### src/rtl/nn_weight_loader_if.sv
// nn_weight_loader_if: streaming beat input and packed layer write bus of the weight loader
interface nn_weight_loader_if #(
  parameter int IN_WIDTH    = 16,
  parameter int WRITE_WIDTH = 160,
  parameter int ADDR_WIDTH  = 10
);
  logic                   start;
  logic                   abort;
  logic                   in_valid;
  logic [IN_WIDTH-1:0]    in_data;
  logic                   in_ready;
  logic                   weight_write_enable;
  logic                   bias_write_enable;
  logic                   layer_write_select;
  logic [ADDR_WIDTH-1:0]  write_address_select;
  logic [WRITE_WIDTH-1:0] write_in;
  logic                   busy;
  logic                   load_done;
  modport master (
    output start, abort, in_valid, in_data,
    input  in_ready, weight_write_enable, bias_write_enable, layer_write_select,
           write_address_select, write_in, busy, load_done
  );
  modport slave (
    input  start, abort, in_valid, in_data,
    output in_ready, weight_write_enable, bias_write_enable, layer_write_select,
           write_address_select, write_in, busy, load_done
  );
endinterface

### src/rtl/nn_weight_loader.sv
// nn_weight_loader: packs narrow beats into wide words and writes L1 weights, L1 bias, L2 weights, L2 bias in order
module nn_weight_loader #(
  parameter int IN_WIDTH       = 16,
  parameter int WRITE_WIDTH    = 160,
  parameter int L1_WEIGHT_ROWS = 784,
  parameter int L2_WEIGHT_ROWS = 16,
  parameter int ADDR_WIDTH     = 10
) (
  input logic clk,
  input logic reset,
  nn_weight_loader_if.slave bus
);
  localparam int BEATS = WRITE_WIDTH / IN_WIDTH;
  localparam int BW = BEATS > 1 ? $clog2(BEATS) : 1;
  localparam logic [BW-1:0] LAST_BEAT = BW'(BEATS - 1);
  localparam logic [ADDR_WIDTH-1:0] L1_LAST = ADDR_WIDTH'(L1_WEIGHT_ROWS - 1);
  localparam logic [ADDR_WIDTH-1:0] L2_LAST = ADDR_WIDTH'(L2_WEIGHT_ROWS - 1);
  typedef enum logic [1:0] {IDLE, FILL, WRITE, DONE} state_t;
  // bit 0 marks a bias section, bit 1 selects Layer2
  typedef enum logic [1:0] {L1W, L1B, L2W, L2B} section_t;
  state_t                state;
  section_t              section;
  logic [ADDR_WIDTH-1:0] addr;
  logic [BW-1:0]         beat;
  always_ff @(posedge clk or posedge reset) begin
    if (reset) begin
      state                    <= IDLE;
      section                  <= L1W;
      addr                     <= '0;
      beat                     <= '0;
      bus.in_ready             <= 1'b0;
      bus.weight_write_enable  <= 1'b0;
      bus.bias_write_enable    <= 1'b0;
      bus.layer_write_select   <= 1'b0;
      bus.write_address_select <= '0;
      bus.write_in             <= '0;
      bus.busy                 <= 1'b0;
      bus.load_done            <= 1'b0;
    end else begin
      bus.weight_write_enable <= 1'b0;
      bus.bias_write_enable   <= 1'b0;
      if (bus.abort) begin
        state         <= IDLE;
        section       <= L1W;
        addr          <= '0;
        beat          <= '0;
        bus.in_ready  <= 1'b0;
        bus.busy      <= 1'b0;
        bus.load_done <= 1'b0;
      end else begin
        case (state)
          IDLE, DONE: if (bus.start) begin
            state         <= FILL;
            section       <= L1W;
            addr          <= '0;
            beat          <= '0;
            bus.in_ready  <= 1'b1;
            bus.busy      <= 1'b1;
            bus.load_done <= 1'b0;
          end
          FILL: if (bus.in_valid) begin
            for (int i = 0; i < BEATS; i++)
              if (beat == BW'(i)) bus.write_in[i*IN_WIDTH +: IN_WIDTH] <= bus.in_data;
            beat <= beat == LAST_BEAT ? '0 : beat + 1'b1;
            if (beat == LAST_BEAT) begin
              state                    <= WRITE;
              bus.in_ready             <= 1'b0;
              bus.weight_write_enable  <= !section[0];
              bus.bias_write_enable    <= section[0];
              bus.layer_write_select   <= section[1];
              bus.write_address_select <= section[0] ? '0 : addr;
            end
          end
          WRITE: begin
            state         <= section == L2B ? DONE : FILL;
            bus.in_ready  <= section != L2B;
            bus.busy      <= section != L2B;
            bus.load_done <= section == L2B;
            if ((section == L1W && addr != L1_LAST) || (section == L2W && addr != L2_LAST))
              addr <= addr + 1'b1;
            else begin
              addr    <= '0;
              section <= section_t'(section + 2'd1);
            end
          end
          default: state <= IDLE;
        endcase
      end
    end
  end
endmodule

### src/flat_wrapper.sv
// flat-port wrapper written by rule: the top's interface ports become plain ports
module nn_weight_loader_flat 
#(
  parameter int IN_WIDTH       = 16,
  parameter int WRITE_WIDTH    = 160,
  parameter int L1_WEIGHT_ROWS = 784,
  parameter int L2_WEIGHT_ROWS = 16,
  parameter int ADDR_WIDTH     = 10
)
  (clk, reset, bus_start, bus_abort, bus_in_valid, bus_in_data, bus_in_ready, bus_weight_write_enable, bus_bias_write_enable, bus_layer_write_select, bus_write_address_select, bus_write_in, bus_busy, bus_load_done);
  nn_weight_loader_if #(.IN_WIDTH(IN_WIDTH), .WRITE_WIDTH(WRITE_WIDTH), .ADDR_WIDTH(ADDR_WIDTH)) bus_i ();
  input logic clk;
  input logic reset;
  input wire logic [$bits(bus_i.start)-1:0] bus_start;
  input wire logic [$bits(bus_i.abort)-1:0] bus_abort;
  input wire logic [$bits(bus_i.in_valid)-1:0] bus_in_valid;
  input wire logic [$bits(bus_i.in_data)-1:0] bus_in_data;
  output wire logic [$bits(bus_i.in_ready)-1:0] bus_in_ready;
  output wire logic [$bits(bus_i.weight_write_enable)-1:0] bus_weight_write_enable;
  output wire logic [$bits(bus_i.bias_write_enable)-1:0] bus_bias_write_enable;
  output wire logic [$bits(bus_i.layer_write_select)-1:0] bus_layer_write_select;
  output wire logic [$bits(bus_i.write_address_select)-1:0] bus_write_address_select;
  output wire logic [$bits(bus_i.write_in)-1:0] bus_write_in;
  output wire logic [$bits(bus_i.busy)-1:0] bus_busy;
  output wire logic [$bits(bus_i.load_done)-1:0] bus_load_done;
  assign bus_i.start = bus_start;
  assign bus_i.abort = bus_abort;
  assign bus_i.in_valid = bus_in_valid;
  assign bus_i.in_data = bus_in_data;
  assign bus_in_ready = bus_i.in_ready;
  assign bus_weight_write_enable = bus_i.weight_write_enable;
  assign bus_bias_write_enable = bus_i.bias_write_enable;
  assign bus_layer_write_select = bus_i.layer_write_select;
  assign bus_write_address_select = bus_i.write_address_select;
  assign bus_write_in = bus_i.write_in;
  assign bus_busy = bus_i.busy;
  assign bus_load_done = bus_i.load_done;
  nn_weight_loader #(.IN_WIDTH(IN_WIDTH), .WRITE_WIDTH(WRITE_WIDTH), .L1_WEIGHT_ROWS(L1_WEIGHT_ROWS), .L2_WEIGHT_ROWS(L2_WEIGHT_ROWS), .ADDR_WIDTH(ADDR_WIDTH)) u_core (.clk(clk), .reset(reset), .bus(bus_i));
endmodule
### config.mk
export PLATFORM = sky130hd
export DESIGN_NAME = nn_weight_loader_flat
export DESIGN_NICKNAME = d
export VERILOG_FILES = /design/src/rtl/nn_weight_loader_if.sv /design/src/rtl/nn_weight_loader.sv /design/src/flat_wrapper.sv
export SDC_FILE = /design/constraint.sdc
export NUM_CORES = 1
export LEC_CHECK = 0
export CAP_MARGIN = 25
export CELL_PAD_IN_SITES_DETAIL_PLACEMENT = 2
export CELL_PAD_IN_SITES_GLOBAL_PLACEMENT = 2
export CORE_AREA = 10 10 167 169
export CTS_CLUSTER_SIZE = 25
export DETAILED_ROUTE_END_ITERATION = 8
export DIE_AREA = 0 0 177 179
export PLACE_DENSITY = 0.87
export SYNTH_ARGS = -nofsm -noshare
export SYNTH_HDL_FRONTEND = slang
export SYNTH_SLANG_ARGS = --single-unit
### constraint.sdc
create_clock -name clk -period 7.98 [get_ports clk]
set_clock_uncertainty 0.2 [all_clocks]
set_input_delay 1.995 -clock clk [delete_from_list [all_inputs] [get_ports clk]]
set_output_delay 1.995 -clock clk [all_outputs]
set_load 0.05 [all_outputs]
==> results of run 1 <==
==> worst max-delay path: cells and delay by family <==
kind | cells | cell delay, ns
simple gates | 2 | 1.59
buf+inv | 1 | 0.62
mux | 1 | 0.44
==> synth_stat cells, types with 2 or more instances <==
cell type / count
o31ai_1: 9
nand2b_1: 6
nor3_1: 5
mux2_1: 10
and3_1: 2
a21oi_1: 10
o21ai_0: 20
ha_1: 7
nor2_2: 2
or3_1: 8
or4_1: 2
clkbuf_2: 16
nor3b_1: 2
nor2_1: 12
nand2_1: 82
inv_1: 12
nand3_1: 13
buf_4: 3
mux2_2: 136
clkbuf_1: 13
dfrtp_1: 194
buf_2: 5
nand3b_1: 2
==> sequential cells by signal, summed over array words and instances (netlist names) <==
signal,count
u_core.bus.bias_write_enable,1
u_core.state,2
u_core.bus.write_in,160
u_core.section,2
u_core.beat,4
u_core.bus.busy,1
u_core.bus.weight_write_enable,1
u_core.bus.load_done,1
u_core.bus.write_address_select,10
u_core.addr,10
u_core.bus.in_ready,1
u_core.bus.layer_write_select,1
==> per-layer routing <==
layer | part of all wire [%] | GRT usage, % | vias to the layer above
met5 | 0 | 0 | -
met4 | 3.3 | 7.951 | 0
met3 | 7.1 | 6.318 | 38
met2 | 51 | 28.66 | 146
met1 | 39 | 18.86 | 2823
li1 | - | - | 2379
==> layout by cell type (no fill, tap or decap), types with 7 or more instances in the layout <==
cell type        count
o21ai_0             20
nand2_1             82
nand3_1             13
inv_1               11
a21oi_1             10
buf_4                7
dfrtp_1            194
o31ai_1              9
mux2_1              10
mux2_2             136
or3_1                8
ha_1                 7
clkbuf_16           17
clkdlybuf4s50_1    196
nor2_1              12
==> final cells by class <==
type	instances	area (um^2)	share of cell area [%]
clock buffer	20	446.7	4.201
clock inverter	11	96.34	0.9061
inverter	13	56.30	0.5295
multi-input combinational	343	2696	25.36
sequential	194	4855	45.66
tap	330	412.9	3.883
timing repair buffer	205	2069	19.46
==> per-stage QoR <==
step / cells / setup slack, ns / area [um^2] / total power, mW / hold slack (ns)
2_1_floorplan: 588 / 0.5011 / 7782 / 1.580 / 0.2694
3_3_place_gp: 1083 / 3.004 / 10030 / 1.826 / 0.2536
3_5_place_dp: 1084 / 2.933 / 10060 / 1.855 / 0.2587
4_1_cts: 1115 / 3.414 / 10610 / 2.687 / 0.2752
5_1_grt: 1116 / 3.385 / 10630 / 2.772 / 0.3065
6_report: 1116 / 3.457 / 10630 / 2.648 / 0.2679
==> power groups by stage <==
stage	combinational, mW	clock [mW]	sequential, mW
after floorplan	0.178	0	1.40
after global placement	0.694	0	1.13
after detailed placement	0.713	0	1.14
after CTS	0.718	0.843	1.13
after global routing	0.750	0.885	1.14
final	0.708	0.815	1.13
==> cells by family after synthesis <==
logic type      Yosys count  synth area share (%)
fa+ha+maj                 7                 1.125
compound gates           47                 3.682
mux                     146                 21.13
simple gates            143                 8.650
buf+inv                  51                 3.038
flops                   194                 62.38
==> path summary, 6_finish.rpt <==
kind,from,endpoint
setup / recovery,bus_abort,u_core.bus.write_in[54]
hold / removal,u_core.bus.write_address_select[1],u_core.bus.write_address_select[1]
setup reg to reg,u_core.state[1],u_core.bus.write_in[54]
hold reg to reg,u_core.bus.write_address_select[1],u_core.bus.write_address_select[1]
max in group asynchronous,reset,u_core.bus.busy
min in group asynchronous,reset,u_core.bus.write_in[82]
==> impl_results.md, run 1 <==
* Hold Path Depth at 2
* Largest net degree at the start of global routing at 92
* Synth Warn # at 0
* Final setup violation count at 0
* Die X at 177 um
* Clk pwr share at 30.8%
* Largest cells by area after synthesis: dfrtp_1, mux2_2, nand2_1, mux2_1, o21ai_0
* Post-DP HPWL at 19190 um
* Area Growth Syn to Fin at 36.62%
* Buffers on Ports at 196
* Via count at 5386
* Final design utilization at 42.97%
* Total track usage at 17.05%
* Clock root buffer master: clkbuf_16
* Fin crit share at 56.68%
* Post-cts sizing count at 0
* Startpoint Class: input port
* Vias/cell at 4.826
* CP max-delay cell: nor2_2
* Pwr dens at 249.0 nW/um^2
* Post-synth ARST share at 100.0%
* Die H at 179 um
* Worst EP required at 8.11 ns
* Detailed Route Iter0 Violations at 220
* Worst-Margin Slew at 1.020 ns
* Worst-Skew Late Latency at 0.44 ns
* Fin. Hold Viols at 0
* Int Pwr at 1.711 mW
* CP Cell Sequence: clkdlybuf4s50_1 > or4_1 > nor2_2 > mux2_2
* Final #Nets at 802
* Clk slew on worst S/H paths at 0.08 ns
* Final WL at 26560 um
* Ant. Diodes at 0
* Cells on worst reg2reg path at 6
* TritonCTS clock tree: done
* RSZ-0062 raised after global routing: no
* Number of synthesized flops with an enable pin at 0
* Wire per inst at 23.80 um
* Sequential Power Share at 42.5%
* Main synth FF type: dfrtp_1
* Final Max Slew Viols at 0
* Sink Count at 194
* I/O pin total at 197
* Hold Crit Class: register to register
* Cell taking the most area after synthesis: dfrtp_1
* Synth top area share at 62.38%
* Die area at 31680 um^2
* Hold-fix buffers, CTS at 0
* Cell variety after synth at 40
* MaxCap Viol Count at 0
* Starting Density at 31.45%
* Initial antenna violation count at 0
* Htree depth at 4
* Remaining global-route overflow at 0
* Syn avg cell area at 13.24 um^2
* Psw at 937.1 uW
* Mapped Area at 7782 um^2
* Combinational share of power at 26.7%
* Outcome: complete, no violations
* Core area at 24750 um^2
* Fmax at 221.1 MHz
* Total negative setup slack at 0 ns
* Worst rel slew slack at 31.82%
* Max incr delay on CP at 0.83 ns
* Remaining antenna violation count at 0
* CP max FO at 16
* Max Buffers Root-to-Sink at 2
* Rows at 58
* Pleak at 4.939 nW
* Crit end category: register
* Fin crit period at 4.523 ns
* Placer congestion estimate at 0.7475
* Class of the most critical setup path: input port to register
* Seq cells post-synth at 194
* Num CTS Buffers at 17
* Filler cell count at 2439
* 1st-pass router iterations at 4
* CP arrival at 4.65 ns
* Sw frac at 35.39%
* Cells after Synth at 588
* Number of global-route vias before repair at 6228
* Sequential area share after synthesis at 62.38%
* R2R Setup Slk at 4.87 ns
* Net Count, Synth at 616
* Global-route wire length before repair at 40530 um
* Post-CTS setup buffer count at 0
* Worst VDD drop at 0.0001341 V
* Layout cells sized above 1 at 23.41%
* DRC violations left at 0
Note: power is estimated with default switching activity, not from simulation.
==> inputs of run 2 (changes only) <==
==> constraint.sdc (replaced) <==
create_clock -name clk -period 4.58 [get_ports clk]
set_clock_uncertainty 0.2 [all_clocks]
set_input_delay 1.145 -clock clk [delete_from_list [all_inputs] [get_ports clk]]
set_output_delay 1.145 -clock clk [all_outputs]
set_load 0.05 [all_outputs]
==> run 2 against run 1 <==
Effect of this change:
- routed wire length shrank 2.3%
- power grew 78%
- utilization grew 0.48 points
- highest routed layer unchanged
- first-iteration DRC count grew 7.3%
- global-route usage shrank 0.39 points
- clock-buffer cell count shrank 2
- critical path depth grew 2
- non-clock buffer count grew 10
- design area grew 1.1%
==> impl_results.md, run 2 (same netlist as run 1, synthesis figures left out) <==
* Outcome: complete, no violations
* Max incr delay on CP at 0.58 ns
* Origin of the worst setup path: bus_in_valid
* Class of the most critical setup path: input port to register
* Max Buffers Root-to-Sink at 2
* DRC violations left at 0
* Buffers on Ports at 196
* Clk slew on worst S/H paths at 0.07 ns
* Global-route wire length before repair at 40170 um
* MaxCap Viol Count at 0
* RSZ-0062 raised after global routing: no
* Hold Crit Class: register to register
* Fin crit share at 71.90%
* Ant. Diodes at 0
* Final WS setup at 1.287 ns
* Die area at 31680 um^2
* Final WL at 25950 um
* Largest regs: u_core.bus.write_in (160), u_core.addr (10), u_core.bus.write_address_select (10)
* Delay-heaviest family, CP: simple AND/OR/NAND/NOR gates
* Starting Density at 31.45%
* Rows at 58
* CP Cell Sequence: clkdlybuf4s50_1 > nand2_1 > or4_1 > nor3b_4 > buf_12 > mux2_1
* Pwr dens at 438.8 nW/um^2
* Fmax at 303.7 MHz
* Min-delay src: u_core.bus.write_address_select[3]
* Clock root buffer master: clkbuf_16
* 1st-pass router iterations at 4
* Die H at 179 um
* Post-DP HPWL at 19070 um
* Placer congestion estimate at 0.7589
* Pleak at 5.003 nW
* TritonCTS clock tree: done
* Hold-fix buffers, CTS at 0
* CP max-delay cell: or4_1
* Post-cts sizing count at 0
* Worst-Skew Late Latency at 0.43 ns
* Number of global-route vias before repair at 6418
* R2R Path Start: u_core.section[0]
* Most common cell after layout, fill and taps aside: clkdlybuf4s50_1
* Post-CTS setup buffer count at 0
* Largest net degree at the start of global routing at 71
* CP Buf/Inv Count at 2
* Sink Count at 194
* CP arrival at 3.40 ns
* Via count at 5414
* Commonest cells after routing, fill and taps aside: clkdlybuf4s50_1, dfrtp_1, mux2_2
* CP max FO at 10
* Remaining global-route overflow at 0
* Fin crit period at 3.293 ns
* Reg with most FFs: u_core.bus.write_in
* Layout cells sized above 1 at 24.59%
* I/O pin total at 197
* Htree depth at 4
* Final setup violation count at 0
* Wire per inst at 23.03 um
* Number of flip-flops in the largest register at 160
* Initial antenna violation count at 0
* Total track usage at 16.66%
* Fin. Hold Viols at 0
* Total negative setup slack at 0 ns
* Worst VDD drop at 0.0002496 V
* Worst-Margin Slew at 0.6943 ns
* Place WS at 0.8345 ns
* Die X at 177 um
* Num CTS Buffers at 17
* Worst rel slew slack at 53.72%
* Core area at 24750 um^2
* Final #Nets at 812
* Detailed Route Iter0 Violations at 236
* Area Growth Syn to Fin at 38.15%
* Final Max Slew Viols at 0
* Remaining antenna violation count at 0
* Crit end category: register
* Worst EP required at 4.69 ns
* Startpoint Class: input port
* Vias/cell at 4.804
-- run 2: power by group --
group / total [mW] / switching [mW] / leakage [nW] / internal [mW]
clock network: 1.53 / 0.744 / 0.286 / 0.784
logic: 1.24 / 0.833 / 2.05 / 0.405
registers: 1.95 / 0.0930 / 2.66 / 1.86
-- run 2: tightest hold or removal path, stage by stage (launching register included) --
cell and delay (ns):
dfrtp_1 0.35, nand2_1 0.05, nand2_1 0.05
-- run 2: area by class of cell --
| class | count | area (um^2) |
|---|---|---|
| flip-flops and latches | 194 | 4855 |
| fillers | 2421 | 13990 |
| inverters | 13 | 52.55 |
| clock buffers | 18 | 429.2 |
| clock inverters | 14 | 163.9 |
| well taps | 330 | 412.9 |
| repair buffers | 215 | 2142 |
| multi-input cells | 343 | 2696 |
-- run 2: per-layer routing --
layer,vias to the layer above,global-route usage (%),routed length [um]
met1,2866,18.77,10390
met3,20,6.403,1727
met2,120,29.07,13470
met5,-,0,0
li1,2408,-,-
met4,0,4.098,368
-- run 2: through the flow --
step	power [mW]	hold slack (ns)	area [um^2]	cells	util (%)
6_report	4.717	0.2750	10750	1127	43.45
5_1_grt	4.932	0.3142	10750	1127	43.45
4_1_cts	4.782	0.2825	10750	1127	43.45
3_5_place_dp	3.232	0.2651	10160	1095	41.05
3_3_place_gp	3.191	0.2513	10160	1095	41.05
2_1_floorplan	2.753	0.2694	7786	588	-
-- run 2: worst paths after layout --
check | slack (ns) | end | cells past startpoint
max in group asynchronous | 2.48 | u_core.bus.write_in[75] | 3
setup / recovery | 1.29 | u_core.bus.write_in[34] | 6
min in group asynchronous | 0.92 | u_core.bus.write_in[132] | 2
setup reg to reg | 1.53 | u_core.addr[2] | 7
hold reg to reg | 0.27 | u_core.bus.write_address_select[3] | 2
hold / removal | 0.27 | u_core.bus.write_address_select[3] | 2
